===== config.mk =====
export PLATFORM = sky130hd
export DESIGN_NAME = sat_counter
export DESIGN_NICKNAME = d
export VERILOG_FILES = /design/src/rtl/count16_seq_checker_sat_counter.sv
export SDC_FILE = /design/constraint.sdc
export NUM_CORES = 1
export LEC_CHECK = 0
export ABC_AREA = 1
export BUFFER_PORTS_ARGS = -buffer_cell sky130_fd_sc_hd__buf_2
export CAP_MARGIN = 20
export CORE_AREA = 5 5 42 44
export CTS_CLUSTER_DIAMETER = 200
export CTS_CLUSTER_SIZE = 8
export DETAILED_ROUTE_END_ITERATION = 6
export DIE_AREA = 0 0 47 49
export SETUP_SLACK_MARGIN = 0.1
export SYNTH_ARGS = -nofsm -noshare
export SYNTH_HDL_FRONTEND = slang
export SYNTH_SLANG_ARGS = --single-unit

===== constraint.sdc =====
create_clock -name clk -period 2.3 [get_ports clk]
set_input_delay 0.115 -clock clk [delete_from_list [all_inputs] [get_ports clk]]
set_output_delay 0.115 -clock clk [all_outputs]
set_load 0.03 [all_outputs]

===== src/rtl/count16_seq_checker_sat_counter.sv =====
// ---------------------------------------------------------------------------
// sat_counter
// Saturating up-counter with synchronous clear.
//   clk     : clock
//   reset   : synchronous, active-low reset
//   i_inc   : count one event
//   i_clr   : clear; clear together with inc yields 1 so the event survives
//   o_count : current value, sticks at all-ones
// ---------------------------------------------------------------------------
module sat_counter #(
  parameter int W = 8
) (
  input  logic         clk,
  input  logic         reset,
  input  logic         i_inc,
  input  logic         i_clr,
  output logic [W-1:0] o_count
);

  logic [W-1:0] r_count;

  always_ff @(posedge clk) begin
    if (!reset) begin
      r_count <= '0;
    end else if (i_clr) begin
      r_count <= W'(i_inc);
    end else if (i_inc && (r_count != '1)) begin
      r_count <= r_count + W'(1);
    end
  end

  assign o_count = r_count;

endmodule


==> reports/qor.csv, run 1 <==
stage;metric;value;unit
synth;Synth top area share;32.9;%
global_route;antenna violations before repair;0;
placement;Port Buf Inserts;11;
timing;final worst slack;0.954;ns
route;Vias;495;
die;Die Width;47;µm
die;Std-Cell Rows;14;
pwr;Psw;0.0704;mW
synth;Syn Area/Cell;6.67;µm²
synth;cell count after synthesis;73;
global_route;total grt overflow;0;
worst_setup_path;crit path kind;reg2reg;
cells_and_area;most common cell after layout, fill and taps aside;nand2_1;
timing;achievable frequency;0.743;GHz
pwr;Clock power frac;40.8;%
clocking;CTS Buf Count;3;
timing;setup violators final;0;
min_path;HP Start;reset;
timing;Final Hold Violating Endpoints;0;
clocking;setup bufs post-CTS;0;
synth;top cells by area, synth;dfxtp_1, nand2_1, nand3_1;
synth;Ys Warns;0;
clocking;Sink Count;8;
clocking;Resized Gates After CTS;0;
die;DIE HEIGHT;49;µm
clocking;CTS Buffer Depth;2;
worst_setup_path;FF-to-FF Start;o_count[0];
die;die area;0.00230;mm²
route;First-pass DRT Iterations;4;
worst_setup_path;crit path max-delay cell type;dfxtp_1;
worst_setup_path;crit path DAT;1.50;ns
synth;post-synth top area cell;dfxtp_1;
min_path;Min-Delay Path Class;in2reg;
clocking;CTS tree;done;
route;Total Routed Length;1.07;mm
global_route;vias in the first global route;461;
worst_setup_path;slack of the worst reg-to-reg path;0.95;ns
global_route;first-pass GRT wire length;1.83;mm
synth;Syn Std Cell Area;487;µm²
cells_and_area;non-filler cells, final;102;
clocking;clock latency on the worst-skew pair;0.26;ns
worst_setup_path;crit-path max FO;8;
worst_setup_path;sequence of cells on the critical path;ha_1 > nand2_2 > nor2_2 > nand2_4 > nand2_4 > nor2_1 > nor2_1 > nor2_1;
synth;Yosys cell types;16;
timing;Worst Skew;0.00194;ns
cells_and_area;nets;93;
pwr;leakage;0.276;nW
die;io pins;12;
placement;dpl hpwl;826;µm
global_route;total track usage;10.5;%
run;MaxCap Viol Count;0;
timing;Setup TNS;0;ns
timing;Tmin final;1.35;ns
cells_and_area;most frequent cells in the layout;nand2_1, nor2_1, buf_2;
clocking;H-tree Lvls;1;
pwr;switching share of power;25.3;%
timing;final period utilization;58.5;%
timing;worst slew pin tran;0.229;ns
pwr;Tot Pwr;0.278;mW
route;DR WL/cell;10.5;µm
synth;Mapped Nets;78;
die;core area;0.00140;mm²
cells_and_area;layout cell share with drive strength beyond 1;24.4;%
die;Initial Util;34.7;%
worst_setup_path;Startpoint Class;flop;
placement;Final GP Congestion;0.795;
worst_setup_path;Largest delay share family, worst path;simple AND/OR/NAND/NOR gates;
worst_setup_path;CP required;2.46;ns
worst_setup_path;CP peak stage delay;0.40;ns
route;DRC;0;
cells_and_area;fin util;40.7;%
route;drt via density;4.85;
placement;worst slack, placed;0.978;ns
route;DRT iter0 DRCs;8;
pwr;Max VDD drop;215;µV
cells_and_area;area grow syn2layout;17.2;%
worst_setup_path;Critical Path Most Common Cell;nor2_1;
cells_and_area;max reg flops;8;
worst_setup_path;CP startpoint;o_count[0];
pwr;combinational share of power;7.9;%
pwr;Flop pwr share;51.3;%
pwr;cell area power density;488;mW/mm²
pwr;cell internal pwr;0.208;mW
route;antenna viol nets, final;0;
clocking;Clk pin slew, worst setup/hold paths;0.06;ns
cells_and_area;Antenna diodes;0;
placement;placed cells;99;
global_route;largest net degree at the start of global routing;12;
synth;#FFs+latches synth;8;
worst_setup_path;CP endpoint kind;flop;
synth;Seq/Total Area, Yosys;32.9;%
clocking;cts hold-fix bufs;0;
worst_setup_path;Bufs and invs on worst path;0;
timing;Max-slew headroom;84.7;%
status;status;completed;
timing;unrepaired setup endpoints after global routing;false;
clocking;clock root buffer;clkbuf_4;
timing;Max Slew Vio Count;0;
tightest hold or removal path, stage by stage:
cell	delay (ns)
buf_2	0.10
nand2_1	0.06
nor2_1	0.03
area by class of cell:
type	count	area, µm²
fillers	158	831
multi-input cells	55	279
flip-flops and latches	8	160
repair buffers	11	55.1
inverters	9	33.8
clock buffers	3	22.5
well taps	16	20.0
cell families after synthesis:
family / Yosys count / share of synthesized area, %
AO/OA/AOI/OAI: 6 / 6.94
AND/OR/NAND/NOR: 47 / 46.0
flip-flops: 8 / 32.9
buffers and inverters: 10 / 9.77
XOR/XNOR: 1 / 1.80
adder cells (fa/ha/maj): 1 / 2.57
final timing paths:
path                endpoint  cells past startpoint
hold / removal    o_count[0]                      3
hold reg to reg   o_count[1]                      2
setup reg to reg  o_count[7]                      8
setup / recovery  o_count[7]                      8
power groups by stage:
stage          registers, mW  logic (mW)  clock network (mW)
2_1_floorplan          0.149      0.0133                   0
3_3_place_gp           0.146      0.0221                   0
3_5_place_dp           0.146      0.0222                   0
4_1_cts                0.143      0.0223               0.114
5_1_grt                0.143      0.0251               0.124
6_report               0.143      0.0221               0.113
synthesized netlist by cell type, drive strengths merged:
master	count
a21oi	5
clkbuf	1
dfxtp	8
ha	1
inv	9
nand2	20
nand3	9
nand4	3
nor2	14
nor3b	1
o21ai	1
xor2	1
routing by layer:
metal  global-route usage, %  part of all wire, %
met2                    16.3                   48
met4                    4.15                  1.6
met5                       0                    0
met3                    3.32                  5.8
met1                    13.0                   45
stage by stage:
step	area (µm²)	hold slack, ns
2_1_floorplan	487	0.236
3_3_place_gp	548	0.348
3_5_place_dp	548	0.355
4_1_cts	571	0.0884
5_1_grt	571	0.108
6_report	571	0.0885
(Power assumes the default switching activity.)
==> inputs of run 2 (changes only) <==
- clock period: 2.3 -> 1.25 ns (I/O delays scaled with it)
==> reports/qor.csv, run 2 (synthesis results as in run 1) <==
stage;metric;value;unit;change
die;core area;0.00140;mm²;unchanged
placement;placed cells;100;;+1.0%
placement;dpl hpwl;859;µm;+3.9%
die;Initial Util;34.7;%;unchanged
cells_and_area;nets;97;;+4.3%
pwr;combinational share of power;9.2;%;+1.3 points
route;drt via density;4.93;;+1.5%
timing;Worst Skew;0.00787;ns;+0.00593 ns
route;Total Routed Length;1.16;mm;+8.4%
worst_setup_path;crit path DAT;1.32;ns;-0.18 ns
clocking;clock latency on the worst-skew pair;0.27;ns;about the same
worst_setup_path;CP startpoint;o_count[0];;
clocking;CTS tree;done;;
worst_setup_path;CP endpoint kind;flop;;
route;DRT iter0 DRCs;12;;+4
timing;Max-slew headroom;84.4;%;-0.36 points
timing;achievable frequency;0.860;GHz;+16%
pwr;Max VDD drop;484;µV;+130%
pwr;switching share of power;25.7;%;+0.36 points
clocking;clock root buffer;clkbuf_4;;
cells_and_area;most frequent cells in the layout;nand2_1, nor2_1, buf_2;;
worst_setup_path;crit-path max FO;8;;unchanged
run;MaxCap Viol Count;0;;unchanged
timing;Setup TNS;0;ns;unchanged
clocking;Sink Count;8;;unchanged
pwr;cell internal pwr;0.398;mW;+92%
global_route;first-pass GRT wire length;2.04;mm;+12%
cells_and_area;max reg flops;8;;unchanged
pwr;Flop pwr share;48.7;%;-2.6 points
timing;Tmin final;1.16;ns;-0.184 ns
route;First-pass DRT Iterations;4;;unchanged
cells_and_area;fin util;46.5;%;+5.8 points
global_route;antenna violations before repair;0;;unchanged
route;antenna viol nets, final;0;;unchanged
global_route;largest net degree at the start of global routing;12;;unchanged
die;io pins;12;;unchanged
placement;placed cell area;598;µm²;+9.1%
die;Std-Cell Rows;14;;unchanged
clocking;cts hold-fix bufs;0;;unchanged
pwr;Clock power frac;42.1;%;+1.3 points
placement;Port Buf Inserts;11;;unchanged
cells_and_area;area grow syn2layout;33.9;%;
timing;Final Hold Violating Endpoints;0;;unchanged
timing;setup violators final;0;;unchanged
pwr;Tot Pwr;0.535;mW;+93%
worst_setup_path;CP required;1.41;ns;-1.05 ns
placement;Final GP Congestion;0.710;;-11%
worst_setup_path;FF-to-FF Start;o_count[0];;
min_path;HP Start;reset;;
route;DR WL/cell;10.9;µm;+3.3%
status;status;completed;;
clocking;H-tree Lvls;1;;unchanged
global_route;vias in the first global route;469;;+1.7%
clocking;CTS Buf Count;3;;unchanged
pwr;leakage;0.317;nW;+15%
global_route;total track usage;12.3;%;+1.8 points
die;die area;0.00230;mm²;unchanged
clocking;CTS Buffer Depth;2;;unchanged
global_route;total grt overflow;0;;unchanged
cells_and_area;layout cell share with drive strength beyond 1;39.6;%;+15 points
timing;unrepaired setup endpoints after global routing;true;;
clocking;Clk pin slew, worst setup/hold paths;0.06;ns;about the same
die;DIE HEIGHT;49;µm;unchanged
pwr;Psw;0.138;mW;+95%
min_path;Min-Delay Path Class;in2reg;;
cells_and_area;Antenna diodes;0;;unchanged
cells_and_area;final instance area;652;µm²;+14%
cells_and_area;most common cell after layout, fill and taps aside;nand2_1;;
route;Vias;527;;+6.5%
timing;Max Slew Vio Count;0;;unchanged
cells_and_area;non-filler cells, final;107;;+4.9%
timing;worst slew pin tran;0.235;ns;+0.00565 ns
pwr;cell area power density;821;mW/mm²;+68%
die;Die Width;47;µm;unchanged
worst_setup_path;slack of the worst reg-to-reg path;0.09;ns;-0.87 ns
route;DRC;0;;unchanged
worst_setup_path;crit path kind;reg2reg;;
worst_setup_path;Startpoint Class;flop;;
timing;final period utilization;93.0;%;+34 points
cells_and_area;Fillers;155;;-1.9%
## run 2: through the flow
step	setup WS, ns	hold WS, ns
detailed placement	0.0867	0.304
global route	0.00784	0.0276
global placement	0.116	0.299
floorplan	0.0771	0.174
CTS	0.0961	0.0205
finish	0.0874	0.0306
## run 2: cell type report
cell class / instances / area, µm² / area share, %
timing repair buffer: 15 / 85.1 / 13.1
sequential: 8 / 175 / 26.9
inverter: 9 / 33.8 / 5.18
tap: 16 / 20.0 / 3.07
multi-input combinational: 55 / 312 / 47.8
clock buffer: 4 / 26.3 / 4.03
## run 2: timing repair
item,CTS,global route
endpoints found under the setup margin,3,8
gates resized for setup,0,1
pin swaps,0,2
setup buffers,3,0
hold endpoints to repair,0,0
cloned,0,0
## run 2: metal layers
layer	vias up	global-route usage (%)	share of wire, %
met5	-	0	0
met4	0	8.29	3.7
met3	5	3.32	5.5
met2	22	17.4	45
met1	230	15.4	45
li1	270	-	-
## run 2: worst max-delay path, stage by stage, from the launching register on
cell and delay, ns:
dfxtp_4 0.37, ha_4 0.15, nand2_4 0.06, nor2_4 0.11, nand2_4 0.10, nand2_4 0.09, nor2_1 0.04, nor2_1 0.07
nor2_1 0.05
## run 2: worst paths after layout
path / endpoint / cells past startpoint
worst min register to register: o_count[7] / 2
worst max-delay path: o_count[7] / 8
worst max register to register: o_count[7] / 8
worst min-delay path: o_count[0] / 3
## run 2: power by group through the flow
stage	combinational, mW	clock, mW	sequential [mW]
6_report	0.0490	0.225	0.261
5_1_grt	0.0543	0.256	0.261
4_1_cts	0.0490	0.240	0.260
3_5_place_dp	0.0426	0	0.268
3_3_place_gp	0.0427	0	0.267
2_1_floorplan	0.0258	0	0.273
